[config.mk]
export PLATFORM = sky130hd
export DESIGN_NAME = activity_sampler
export DESIGN_NICKNAME = d
export VERILOG_FILES = /design/src/rtl/fitness_pkg.sv /design/src/rtl/pulse_conditioner.sv /design/src/rtl/activity_sampler.sv
export SDC_FILE = /design/constraint.sdc
export NUM_CORES = 1
export LEC_CHECK = 0
export ABC_AREA = 1
export CELL_PAD_IN_SITES_DETAIL_PLACEMENT = 0
export CELL_PAD_IN_SITES_GLOBAL_PLACEMENT = 1
export CORE_MARGIN = 8
export CORE_UTILIZATION = 50
export CTS_CLUSTER_DIAMETER = 30
export DETAILED_ROUTE_END_ITERATION = 16
export GPL_TIMING_DRIVEN = 0
export PLACE_DENSITY = 0.9
export SLEW_MARGIN = 20
export SYNTH_ARGS = -nofsm -noshare
export SYNTH_HDL_FRONTEND = slang
export SYNTH_SLANG_ARGS = --single-unit
[constraint.sdc]
create_clock -name clk -period 11.1 [get_ports clk]
set_clock_uncertainty 0.1 [all_clocks]
set_input_delay 2.22 -clock clk [delete_from_list [all_inputs] [get_ports clk]]
set_output_delay 2.22 -clock clk [all_outputs]
set_load 0.005 [all_outputs]
[src/rtl/fitness_pkg.sv]
// Shared constants and small helpers for the fitness front-end blocks.
package fitness_pkg;

    localparam int STEP_SAT = 7;    // steps_per_second ceiling (3-bit output)
    localparam int CNT_SAT  = 15;   // per-frame event counter ceiling
    localparam int HR_MAX   = 255;  // hr_input ceiling (8-bit output)
    localparam int CNT_W    = 4;

    // Heart-rate windows must divide 60 so the bpm scale is an exact integer.
    function automatic bit window_legal(input int w);
        case (w)
            1, 2, 3, 4, 5, 6, 10, 12, 15: window_legal = 1'b1;
            default:                      window_legal = 1'b0;
        endcase
    endfunction

    // Per-frame counter update: a frame restart keeps a same-cycle event for
    // the new frame, otherwise count up and stick at CNT_SAT.
    function automatic logic [CNT_W-1:0] cnt_next(input logic [CNT_W-1:0] cnt,
                                                  input logic             ev,
                                                  input logic             restart);
        if (restart)
            cnt_next = {{(CNT_W-1){1'b0}}, ev};
        else if (ev && (cnt != CNT_W'(CNT_SAT)))
            cnt_next = cnt + CNT_W'(1);
        else
            cnt_next = cnt;
    endfunction

endpackage

[src/rtl/pulse_conditioner.sv]
// Raw pulse conditioning: 2-FF synchronizer, rising-edge detect and a
// lockout timer that swallows contact bounce after each accepted edge.
module pulse_conditioner #(
    parameter int DEBOUNCE_CYCLES = 1_000_000
) (
    input  logic i_clk,
    input  logic i_rst_n,
    input  logic i_enable,
    input  logic i_raw,
    output logic o_pulse
);
    localparam int LOCK_W = $clog2(DEBOUNCE_CYCLES + 1);

    logic [1:0]        r_sync;
    logic              r_prev;
    logic [LOCK_W-1:0] r_lock;
    logic              w_edge;

    assign w_edge  = r_sync[1] & ~r_prev;
    assign o_pulse = i_enable & w_edge & (r_lock == '0);

    // Synchronize the asynchronous input and keep the previous value for edge detect.
    always_ff @(posedge i_clk or negedge i_rst_n) begin
        if (!i_rst_n) begin
            r_sync <= '0;
            r_prev <= 1'b0;
        end else begin
            r_sync <= {r_sync[0], i_raw};
            r_prev <= r_sync[1];
        end
    end

    // Lockout: load on an accepted edge, count down to 0, forced clear while paused.
    always_ff @(posedge i_clk or negedge i_rst_n) begin
        if (!i_rst_n)
            r_lock <= '0;
        else if (!i_enable)
            r_lock <= '0;
        else if (o_pulse)
            r_lock <= LOCK_W'(DEBOUNCE_CYCLES);
        else if (r_lock != '0)
            r_lock <= r_lock - LOCK_W'(1);
    end

endmodule

[src/rtl/activity_sampler.sv]
// Front-end of the step calculator: turns raw step/beat pulses into one-second
// frames carrying steps_per_second, windowed heart rate and latched stride.
module activity_sampler
    import fitness_pkg::*;
#(
    parameter int CLK_HZ          = 50_000_000,
    parameter int DEBOUNCE_CYCLES = 1_000_000,
    parameter int WINDOW_S        = 6
) (
    input  logic       clk,
    input  logic       rst_n,
    input  logic       enable,
    input  logic       step_raw,
    input  logic       beat_raw,
    input  logic [7:0] stride_cfg,
    output logic [7:0] hr_input,
    output logic [2:0] steps_per_second,
    output logic [7:0] stride_length,
    output logic       valid_input,
    output logic       hr_warm
);
    localparam int FRAME_W = $clog2(CLK_HZ);
    localparam int FILL_W  = $clog2(WINDOW_S + 1);
    localparam int HR_MULT = 60 / WINDOW_S;

    generate
        if (!window_legal(WINDOW_S)) begin : g_bad_window
            $error("activity_sampler: WINDOW_S=%0d does not divide 60 evenly", WINDOW_S);
        end
    endgenerate

    logic                           w_step, w_beat, w_frame_end;
    logic [FRAME_W-1:0]             r_frame;
    logic [CNT_W-1:0]               r_steps, r_beats;
    logic [WINDOW_S-1:0][CNT_W-1:0] r_hist, w_hist_next;
    logic [FILL_W-1:0]              r_fill;
    logic [7:0]                     w_sum;
    logic [15:0]                    w_hr_prod;
    logic [7:0]                     w_hr;

    pulse_conditioner #(.DEBOUNCE_CYCLES(DEBOUNCE_CYCLES)) u_step_cond (
        .i_clk(clk), .i_rst_n(rst_n), .i_enable(enable), .i_raw(step_raw), .o_pulse(w_step)
    );

    pulse_conditioner #(.DEBOUNCE_CYCLES(DEBOUNCE_CYCLES)) u_beat_cond (
        .i_clk(clk), .i_rst_n(rst_n), .i_enable(enable), .i_raw(beat_raw), .o_pulse(w_beat)
    );

    assign w_frame_end = enable && (r_frame == FRAME_W'(CLK_HZ - 1));

    // Frame counter: free-runs while enabled, parked at 0 while paused.
    always_ff @(posedge clk or negedge rst_n) begin
        if (!rst_n)
            r_frame <= '0;
        else if (!enable || w_frame_end)
            r_frame <= '0;
        else
            r_frame <= r_frame + FRAME_W'(1);
    end

    // Per-frame event counters; a pause discards the partial frame.
    always_ff @(posedge clk or negedge rst_n) begin
        if (!rst_n) begin
            r_steps <= '0;
            r_beats <= '0;
        end else if (!enable) begin
            r_steps <= '0;
            r_beats <= '0;
        end else begin
            r_steps <= cnt_next(r_steps, w_step, w_frame_end);
            r_beats <= cnt_next(r_beats, w_beat, w_frame_end);
        end
    end

    // Post-shift beat history and its sum; unfilled slots are zero so the sum
    // naturally covers only the populated entries.
    always_comb begin
        w_hist_next[0] = r_beats;
        for (int i = 1; i < WINDOW_S; i++)
            w_hist_next[i] = r_hist[i-1];
        w_sum = '0;
        for (int i = 0; i < WINDOW_S; i++)
            w_sum = w_sum + 8'(w_hist_next[i]);
    end

    assign w_hr_prod = 16'(w_sum) * 16'(HR_MULT);
    assign w_hr      = (w_hr_prod > 16'(HR_MAX)) ? 8'(HR_MAX) : w_hr_prod[7:0];
    assign hr_warm   = (r_fill == FILL_W'(WINDOW_S));

    // Beat history shifts once per frame; fill tracks how many slots are real.
    always_ff @(posedge clk or negedge rst_n) begin
        if (!rst_n) begin
            r_hist <= '0;
            r_fill <= '0;
        end else if (w_frame_end) begin
            r_hist <= w_hist_next;
            if (r_fill != FILL_W'(WINDOW_S))
                r_fill <= r_fill + FILL_W'(1);
        end
    end

    // Frame outputs update the cycle after frame end and hold until the next one.
    always_ff @(posedge clk or negedge rst_n) begin
        if (!rst_n) begin
            valid_input      <= 1'b0;
            steps_per_second <= '0;
            stride_length    <= '0;
            hr_input         <= '0;
        end else begin
            valid_input <= w_frame_end;
            if (w_frame_end) begin
                steps_per_second <= (r_steps > CNT_W'(STEP_SAT)) ? 3'(STEP_SAT) : r_steps[2:0];
                stride_length    <= stride_cfg;
                hr_input         <= w_hr;
            end
        end
    end

endmodule

==> After elaboration in Yosys (flattened, before gate mapping) <==
Index checks and enable logic that the tools add are counted.
{ "classes": {"n_addsub": 11, "n_mul": 1, "n_lt_le_gt_ge": 2, "eq_ne": 9, "n_mux": 15, "bitwise_logic": 8, "n_reduce_logical": 10} }
{ "ops": {"columns": ["operator", "n"], "rows": [
  ["2-to-1 mux 20 bit", 6],
  ["zero test 20 bit", 2],
  ["nonzero test 20 bit", 2],
  ["subtractor 20 x 1 -> 20 bit (second input constant)", 2],
  ["adder 26 x 1 -> 26 bit (second input constant)", 1],
  ["equality test 26 bit (second input constant)", 1],
  ["2-to-1 mux 26 bit", 1],
  ["2-to-1 mux 4 bit", 6],
  ["> comparator 12 x 8 -> 1 bit (second input constant)", 1],
  ["inequality test 3 x 1 -> 1 bit (second input constant)", 4],
  ["multiplier 8 x 3 -> 11 bit (second input constant)", 1],
  ["adder 4 x 1 -> 4 bit (second input constant)", 2],
  ["adder 7 x 4 -> 8 bit", 1],
  ["adder 8 x 4 -> 8 bit", 1],
  ["2-to-1 mux 8 bit", 1],
  ["inequality test 4 bit (second input constant)", 2],
  ["adder 6 x 4 -> 7 bit", 1],
  ["adder 5 x 4 -> 6 bit", 1],
  ["bitwise AND 1 bit", 6],
  ["adder 4 x 4 -> 5 bit", 1],
  ["> comparator 4 x 3 -> 1 bit (second input constant)", 1],
  ["adder 3 x 1 -> 3 bit (second input constant)", 1],
  ["equality test 3 bit (second input constant)", 1],
  ["logical AND 1 bit", 3],
  ["6 further kinds", 7]
]} }
{ "word_totals": {"reg_bits": 123, "inputBits": 13, "output_inout_bits": 21} }

==> Depth between registers and ports, before layout <==
Gate-level depths: netlist of run 1.
{ "logic_depth": {"word_depth": 8, "mapped_depth": 22, "mapped_depth_nobuf": 22} }

==> By module <==
A second synthesis of run 1 with hierarchy kept.
{ "unflattened": {"hier_cells": 916, "hier_area_um2": 7270.7} }
{ "by_module_without_submodules": {"columns": ["module", "instances", "cells_each", "area_per_inst_um2"], "rows": [
  ["activity_sampler", 1, 554, 4573.1],
  ["pulse_conditioner", 2, 181, 1348.8]
]} }

==> Worst setup path before layout of run 1 <==
OpenSTA, ideal clock, no wires.
{ "synth_path": {"path_type": "register -> register", "startpoint": "register r_beats[2]", "endpoint": "register hr_input[0]", "t_arrival_ns": 4.161, "required_ns": 10.881, "slack_ns": 6.720, "stages_incl_launch_ff": 17, "path_buffers": 0, "path_cell_list": "dfrtp_1 -> inv_1 -> fa_1 -> inv_1 -> fa_1 -> fa_1 -> ha_1 -> fa_1 -> ha_1 -> ha_1 -> fa_1 -> a31oi_1 -> inv_1 -> nand2_1 -> nand3_1 -> nand2_4 -> nand2_1"} }
{ "synth_via": {"elab_chain_cells": 8} }
{ "synth_lines": {"columns": ["item", "line_no", "rtl"], "rows": [
  ["from (decl)", "activity_sampler.sv:34", "logic [CNT_W-1:0] r_steps, r_beats;"],
  ["from (signal assigned)", "activity_sampler.sv:71", "r_beats <= cnt_next(r_beats, w_beat, w_frame_end);"],
  ["adder 4 x 4 -> 5 bit", "activity_sampler.sv:83", "w_sum = w_sum + 8'(w_hist_next[i]);"],
  ["adder 5 x 4 -> 6 bit", "activity_sampler.sv:83", null],
  ["adder 6 x 4 -> 7 bit", "activity_sampler.sv:83", null],
  ["adder 7 x 4 -> 8 bit", "activity_sampler.sv:83", null],
  ["adder 8 x 4 -> 8 bit", "activity_sampler.sv:83", null],
  ["multiplier 8 x 3 -> 11 bit", "activity_sampler.sv:86", "assign w_hr_prod = 16'(w_sum) * 16'(HR_MULT);"],
  ["> comparator 12 x 8 -> 1 bit", "activity_sampler.sv:87", "assign w_hr = (w_hr_prod > 16'(HR_MAX)) ? 8'(HR_MAX) : w_hr_prod[7:0];"],
  ["2-to-1 mux 8 bit", "activity_sampler.sv:87", null],
  ["to (signal assigned)", "activity_sampler.sv:114", "hr_input <= w_hr;"],
  ["to (decl)", "activity_sampler.sv:16", "output logic [7:0] hr_input,"]
]} }
Every way passes these cells.
A chain may end at the register's enable or synchronous reset.

==> Worst setup path after layout of run 1 <==
Same ends and word-level chain as after synthesis.

==> results of run 1 <==
[power by group]
| group | switching, mW | leakage (nW) | internal, mW | total [mW] |
|---|---|---|---|---|
| Sequential | 0.0517 | 1.56 | 0.510 | 0.562 |
| Clock | 0.201 | 0.309 | 0.410 | 0.611 |
| Combinational | 0.276 | 2.26 | 0.174 | 0.451 |
[flip-flops by register name, indices dropped and copies added, names as in the netlist]
name                flops
hr_input                8
stride_length           8
r_hist                 20
steps_per_second        3
u_beat_cond.r_sync      2
u_step_cond.r_prev      1
r_steps                 4
u_beat_cond.r_prev      1
u_step_cond.r_lock     20
u_beat_cond.r_lock     20
valid_input             1
r_frame                26
r_fill                  3
r_beats                 4
u_step_cond.r_sync      2
[synth_stat cells, types with 8 or more instances]
library cell	instances	area share
ha_1	19	0.034
nor2_2	8	0.0072
fa_1	17	0.049
a21oi_2	9	0.011
dfrtp_1	123	0.44
o21ai_0	22	0.016
nand3_1	48	0.034
nor2_1	135	0.073
nand4_1	21	0.019
xor2_1	32	0.040
nor3_1	22	0.016
xnor2_1	9	0.011
a21oi_1	22	0.016
nand2_1	191	0.10
inv_1	113	0.061
[stage by stage]
stage / util / setup slack, ps
detailed placement: 0.548 / 6410
global route: 0.595 / 6190
CTS: 0.595 / 6400
floorplan: - / 6720
global placement: 0.546 / 2850
finish: 0.595 / 6410
[layout by cell type, fill, tap and decap left out, types with 2 or more instances in the layout]
| cell type | netlist | layout |
|---|---|---|
| a21o_1 | 2 | 2 |
| clkbuf_8 | 0 | 2 |
| or2_2 | 7 | 7 |
| nand4_1 | 21 | 21 |
| clkdlybuf4s50_1 | 0 | 31 |
| nand3b_1 | 4 | 4 |
| xor2_1 | 32 | 32 |
| nor2_4 | 3 | 3 |
| inv_1 | 113 | 113 |
| clkbuf_1 | 1 | 3 |
| ha_1 | 19 | 19 |
| bufinv_16 | 0 | 5 |
| buf_6 | 4 | 5 |
| a21oi_1 | 22 | 22 |
| nand3_1 | 48 | 48 |
| inv_2 | 3 | 3 |
| nand2_2 | 4 | 4 |
| clkbuf_16 | 0 | 17 |
| nor3_2 | 2 | 2 |
| nor2_1 | 135 | 135 |
| nor2_2 | 8 | 8 |
| o21ai_2 | 7 | 7 |
| xnor2_1 | 9 | 9 |
| nand2_1 | 191 | 191 |
| o21ai_0 | 22 | 22 |
| nor3_1 | 22 | 22 |
| nand2_4 | 3 | 3 |
| clkinv_2 | 0 | 2 |
| fa_1 | 17 | 17 |
| buf_2 | 7 | 7 |
| o21ai_1 | 2 | 2 |
| nand3_2 | 2 | 2 |
| a21oi_2 | 9 | 9 |
| clkinvlp_4 | 0 | 3 |
| dfrtp_1 | 123 | 123 |
[area by class of cell]
type,count,area (um2)
timing repair buffer,33,349
clock inverter,11,191
buffer,13,91.3
clock buffer,21,460
inverter,118,445
multi-input combinational,599,3360
sequential,123,3080
fill,1274,5570
tap,180,225
[metal layers]
| metal | track usage | share of wire | wire [um] | up-vias |
|---|---|---|---|---|
| met4 | 0.0568 | 0.015 | 223 | 0 |
| met3 | 0.0408 | 0.033 | 488 | 19 |
| met1 | 0.228 | 0.48 | 6980 | 2508 |
| met5 | 0 | 0 | 0 | - |
| met2 | 0.282 | 0.47 | 6910 | 69 |
| li1 | - | - | - | 2788 |
[critical path, cell delays in order, from the launching register on]
cell and delay (ps):
dfrtp_1 460, inv_1 90, fa_1 530, inv_1 50, fa_1 500, fa_1 500, ha_1 240, fa_1 490
ha_1 330, ha_1 240, fa_1 410, a31oi_1 200, inv_1 60, nand2_1 60, nand3_1 120, nand2_4 130
nand2_1 60
[logic make-up (layout without fill, tap and decap cells)]
| group | Yosys count | in the layout | share of synthesized area |
|---|---|---|---|
| adder cells (fa/ha/maj) | 36 | 36 | 0.0829 |
| AND/OR/NAND/NOR | 455 | 455 | 0.289 |
| AO/OA/AOI/OAI | 67 | 67 | 0.0581 |
| buffers and inverters | 131 | 196 | 0.0769 |
| XOR/XNOR | 41 | 41 | 0.0515 |
| flip-flops | 123 | 123 | 0.441 |
[how the worst min path moves through the flow]
stage                                      endpoint                             from  slack [ps]  depth (start not counted)
floorplan           u_beat_cond.r_sync[1]$_DFF_PN0_  u_beat_cond.r_sync[0]$_DFF_PN0_         230                          0
global placement    u_beat_cond.r_sync[1]$_DFF_PN0_  u_beat_cond.r_sync[0]$_DFF_PN0_         230                          0
detailed placement  u_beat_cond.r_sync[1]$_DFF_PN0_  u_beat_cond.r_sync[0]$_DFF_PN0_         260                          0
CTS                 u_beat_cond.r_sync[1]$_DFF_PN0_  u_beat_cond.r_sync[0]$_DFF_PN0_         270                          0
global route        u_beat_cond.r_sync[1]$_DFF_PN0_  u_beat_cond.r_sync[0]$_DFF_PN0_         270                          0
finish              u_beat_cond.r_sync[1]$_DFF_PN0_  u_beat_cond.r_sync[0]$_DFF_PN0_         270                          0
==> impl_metrics.csv, run 1 <==
group,metric,value,unit
status,status,"finished clean",
detailed_routing,wl,14600,um
cells_and_area,final_cells,1098,
synth,synth.net_count,902,
clock_tree,numClockSinks,123,
global_route,grt_overflow_total,0,
placed_design,dp_hpwl,10700,um
clock_tree,cts.htree.levels,4,
worst_setup_path,timing.rr.start,"r_beats[2]$_DFFE_PN0P_",
synth,synth_top_flop_cell,"dfrtp_1",
pwr,finalPower,1.62,mW
clock_tree,cts_buffers,17,
global_route,grt_use_total,0.175,
cells_and_area,syn2layout_area_growth,17.6,%
global_route,grt_start_max_net_pins,76,
timing,period_minus_slack,4690,ps
detailed_routing,drtAntennaViolNets,0,
run,max-cap-violations,0,
cells_and_area,num_antenna_cells,0,
timing,period_share,0.422,
timing,hold_violations,0,
synth,async_flop_share,1.00,
clock_tree,cts.repair.resized,0,
clock_tree,cts_hold_buf,0,
detailed_routing,drtIter0Drc,392,
floorplan,initial_utilization,0.506,
synth,synth-seq-area-share,0.441,
synth,syn-instance-count,853,
worst_setup_path,worst-r2r-setup-slack,6410,ps
detailed_routing,vias,5384,
placed_design,place_congestion,0.852,
worst_setup_path,worst-setup-path-type,"register to register",
detailed_routing,drc,0,
floorplan,die_width,134,um
timing,worstMarginPinSlew,480,ps
timing,drv_slew,0,
detailed_routing,wire_per_inst,13.3,um
floorplan,num_io_pins,34,
worst_setup_path,worstPathMaxFanout,7,
timing,setup_viol,0,
hold_path,hold_path.class,"register to register",
clock_tree,cts_tree,"built",
floorplan,num_rows,43,
pwr,power.density,198,mW/mm2
worst_setup_path,worstSetupStartpointType,"register",
worst_setup_path,reg2reg_to,"hr_input[0]$_DFFE_PN0P_",
worst_setup_path,startpoint,"r_beats[2]$_DFFE_PN0P_",
worst_setup_path,required,11300,ps
timing,holdWs,266,ps
detailed_routing,viasPerCell,4.90,
synth,ys_ff_latch,123,
clock_tree,cts_root_buf,"clkbuf_16",
placed_design,io_buffers,32,
clock_tree,clkTransAtPathRegs,60,ps
global_route,first_global_vias,5368,
floorplan,core_area,0.0138,mm2
synth,synth.distinct_cells,40,
clock_tree,cts_max_path_buffers,2,
worst_setup_path,critPathCaptureType,"register",
timing,finalSetupTns,0,ps
synth,synth_edf_count,0,
clock_tree,clock_latency,420,ps
pwr,irDropWorstVdd,0.104,mV
clock_tree,cts_setup_buffers,0,
placed_design,dpl-instance-area,0.00755,mm2
global_route,grt_first_pass_wirelength,25300,um
placed_design,dp_cells,1066,
worst_setup_path,endpoint,"hr_input[0]$_DFFE_PN0P_",
cells_and_area,final_nets,954,
pwr,p_leak,4.13,nW
global_route,antenna_found_initial,0,
worst_setup_path,worstPathArrival,4890,ps
cells_and_area,layout-drive-gt1-share,0.103,
cells_and_area,final_area,0.00820,mm2
synth,synth.cell_area,0.00698,mm2
timing,rsz0062_at_grt,"no",
timing,maxClockFrequency,213,MHz
synth,syn_avg_cell_area,8.18,um2
worst_setup_path,reg2reg_depth,16,
detailed_routing,drtPass1Iterations,5,
synth,synth_warnings,0,
timing,slew-limit-headroom,0.678,
floorplan,die_height,134,um
floorplan,dieArea,0.0180,mm2
No activity file was read; power rests on OpenSTA's default activity.
==> run 2, diff against run 1 <==
- CORE_UTILIZATION: 50 -> 42
- PLACE_DENSITY: 0.9 -> 0.81
- clock period: 11.1 -> 4.05 ns (I/O delays scaled with it)
==> run 2 against run 1 <==
  * The flow now finishes with violations (setup timing)
  * Routed wire length rose by 4.5%
  * Combinational power rose to 3.0 times the previous value
  * Cell count rose by 4.8%
  * Worst hold slack got worse by 120 ps
  * Global-route usage fell by 1.3 points
  * Sequential power rose to 2.7 times the previous value
  * Clock power rose to 2.7 times the previous value
  * Register-to-register slack got worse by 6700 ps
  * Fmax rose by 9.0%
  * Highest routed layer unchanged
  * Clock-buffer cell count did not move
  * Via count rose by 1.6%
==> impl_metrics.csv, run 2 (synthesis gave the netlist of run 1 again) <==
group,metric,value,unit
worst_setup_path,worst-path-buf-inv,4,
cells_and_area,final_nets,967,
timing,period_share,1.06,
global_route,grt_start_max_net_pins,91,
timing,worstMarginPinSlew,560,ps
floorplan,num_io_pins,34,
global_route,antenna_found_initial,0,
detailed_routing,viasPerCell,4.75,
detailed_routing,drtAntennaViolNets,0,
detailed_routing,drtPass1Iterations,5,
worst_setup_path,worstPathCellList,"inv_2 > fa_1 > inv_1 > fa_1 > fa_1 > ha_2 > fa_2 > xor2_4 > buf_6 > ha_4 > ha_4 > a21o_1 > a31oi_4 > buf_4 > nand2_2 > nand3_4 > nand2_4 > nand2_1",
worst_setup_path,worst-r2r-setup-slack,-250,ps
timing,setup_viol,8,
worst_setup_path,worstSetupStartpointType,"register",
cells_and_area,syn2layout_area_growth,22.5,%
floorplan,num_rows,47,
timing,hold_violations,0,
worst_setup_path,worstPathMaxFanout,7,
floorplan,initial_utilization,0.425,
clock_tree,cts_root_buf,"clkbuf_16",
timing,setup_slack,-250,ps
pwr,swShare,0.327,
status,status,"finished, violations left",
clock_tree,cts_max_path_buffers,2,
worst_setup_path,cp_common_cell,"fa_1",
pwr,p_leak,4.20,nW
worst_setup_path,reg2reg_depth,18,
cells_and_area,final_common_cell,"nand2_1",
timing,finalSetupTns,-1910,ps
detailed_routing,wire_per_inst,13.3,um
global_route,grt_first_pass_wirelength,26600,um
pwr,irDropWorstVdd,0.295,mV
placed_design,io_buffers,32,
timing,period_minus_slack,4300,ps
detailed_routing,drc,0,
worst_setup_path,critPathCaptureType,"register",
pwr,p_switching,1.49,mW
global_route,first_global_vias,5510,
detailed_routing,drtIter0Drc,291,
clock_tree,cts_buffers,17,
worst_setup_path,crit_slowest_cell,"fa_1",
clock_tree,clkTransAtPathRegs,50,ps
pwr,p_seq_frac,0.337,
worst_setup_path,worst-setup-path-type,"register to register",
clock_tree,cts.htree.levels,4,
timing,slew-limit-headroom,0.627,
pwr,power.density,534,mW/mm2
placed_design,place_congestion,0.824,
detailed_routing,wl,15300,um
hold_path,hold_path.class,"input pin to async pin",
timing,rsz0062_at_grt,"yes",
cells_and_area,layout-drive-gt1-share,0.150,
worst_setup_path,cp_slowest_stage_delay,520,ps
worst_setup_path,timing.rr.start,"r_beats[2]$_DFFE_PN0P_",
global_route,grt_use_total,0.162,
run,max-cap-violations,0,
cells_and_area,seq_area,0.00308,mm2
clock_tree,clock_latency,420,ps
timing,drv_slew,0,
timing,maxClockFrequency,233,MHz
cells_and_area,fillers,1566,
cells_and_area,multi_input_area,0.00354,mm2
placed_design,place_ws,-456,ps
worst_setup_path,worstPathArrival,4550,ps
floorplan,dieArea,0.0210,mm2
worst_setup_path,crit_family,"adder cells",
clock_tree,numClockSinks,123,
floorplan,die_height,145,um
cells_and_area,final_cell_mix,"nand2_1, nor2_1, dfrtp_1",
cells_and_area,final_area,0.00854,mm2
clock_tree,cts_tree,"built",
floorplan,core_area,0.0164,mm2
cells_and_area,regMostFlops,"r_frame",
placed_design,dp_hpwl,10700,um
worst_setup_path,reg2reg_to,"hr_input[6]$_DFFE_PN0P_",
cells_and_area,num_antenna_cells,0,
detailed_routing,vias,5471,
pwr,finalPower,4.56,mW
floorplan,die_width,145,um
placed_design,dpl-instance-area,0.00766,mm2
pwr,p_clk_frac,0.367,
worst_setup_path,required,4300,ps
global_route,grt_overflow_total,0,
pwr,internal-power,3.07,mW
status,violations,"setup timing",
cells_and_area,largest_register_ffs,26,
pwr,power_frac_comb,0.295,
## run 2: cell type report
cell class | count | share of cell area
clock inverters | 11 | 0.0224
well taps | 220 | 0.0322
repair buffers | 46 | 0.0532
flip-flops and latches | 123 | 0.360
plain buffers | 13 | 0.0107
clock buffers | 21 | 0.0539
inverters | 118 | 0.0521
multi-input cells | 599 | 0.415
## run 2: worst reg2reg max path, cell delays in order, from the launching register on
cell	delay, ps
dfrtp_1	350
inv_2	40
fa_1	520
inv_1	50
fa_1	470
fa_1	510
ha_2	220
fa_2	400
xor2_4	190
buf_6	130
ha_4	260
ha_4	190
a21o_1	200
a31oi_4	160
buf_4	140
nand2_2	60
nand3_4	90
nand2_4	90
nand2_1	80
## run 2: routing by layer
metal	wire, um	part of all wire	GRT usage	up-vias
li1	-	-	-	2805
met1	7320	0.48	0.208	2589
met2	7180	0.47	0.262	58
met3	502	0.033	0.0394	19
met4	253	0.017	0.0504	0
met5	0	0	0	-
## run 2: worst max path at each step
stage                           startpoint                           endpoint  depth (start not counted)
finish              r_beats[2]$_DFFE_PN0P_            hr_input[6]$_DFFE_PN0P_                         18
global route        r_beats[2]$_DFFE_PN0P_            hr_input[1]$_DFFE_PN0P_                         18
CTS                 r_beats[2]$_DFFE_PN0P_            hr_input[6]$_DFFE_PN0P_                         18
detailed placement  r_beats[2]$_DFFE_PN0P_            hr_input[5]$_DFFE_PN0P_                         18
global placement                     rst_n  u_beat_cond.r_lock[5]$_DFFE_PN0P_                          1
floorplan           r_beats[2]$_DFFE_PN0P_            hr_input[0]$_DFFE_PN0P_                         16
## run 2: timing repair
| item | in CTS | in global routing |
|---|---|---|
| hold buffers | 0 | 0 |
| setup endpoints to repair | 8 | 8 |
| resized for setup | 12 | 17 |
| pin swaps | 21 | 4 |
| setup buffers | 10 | 3 |
## run 2: power by group through the flow
stage	combinational (mW)	sequential, mW	clock (mW)
6_report	1.35	1.54	1.68
5_1_grt	1.58	1.56	1.78
4_1_cts	1.32	1.54	1.72
3_5_place_dp	1.26	1.56	0
3_3_place_gp	1.24	1.55	0
2_1_floorplan	1.01	1.52	0
## run 2: through the flow
step / utilization / std cells / hold WS, ps
2_1_floorplan: - / 853 / 231
3_3_place_gp: 0.465 / 1105 / 234
3_5_place_dp: 0.467 / 1106 / 236
4_1_cts: 0.514 / 1148 / 148
5_1_grt: 0.521 / 1151 / 155
6_report: 0.521 / 1151 / 148
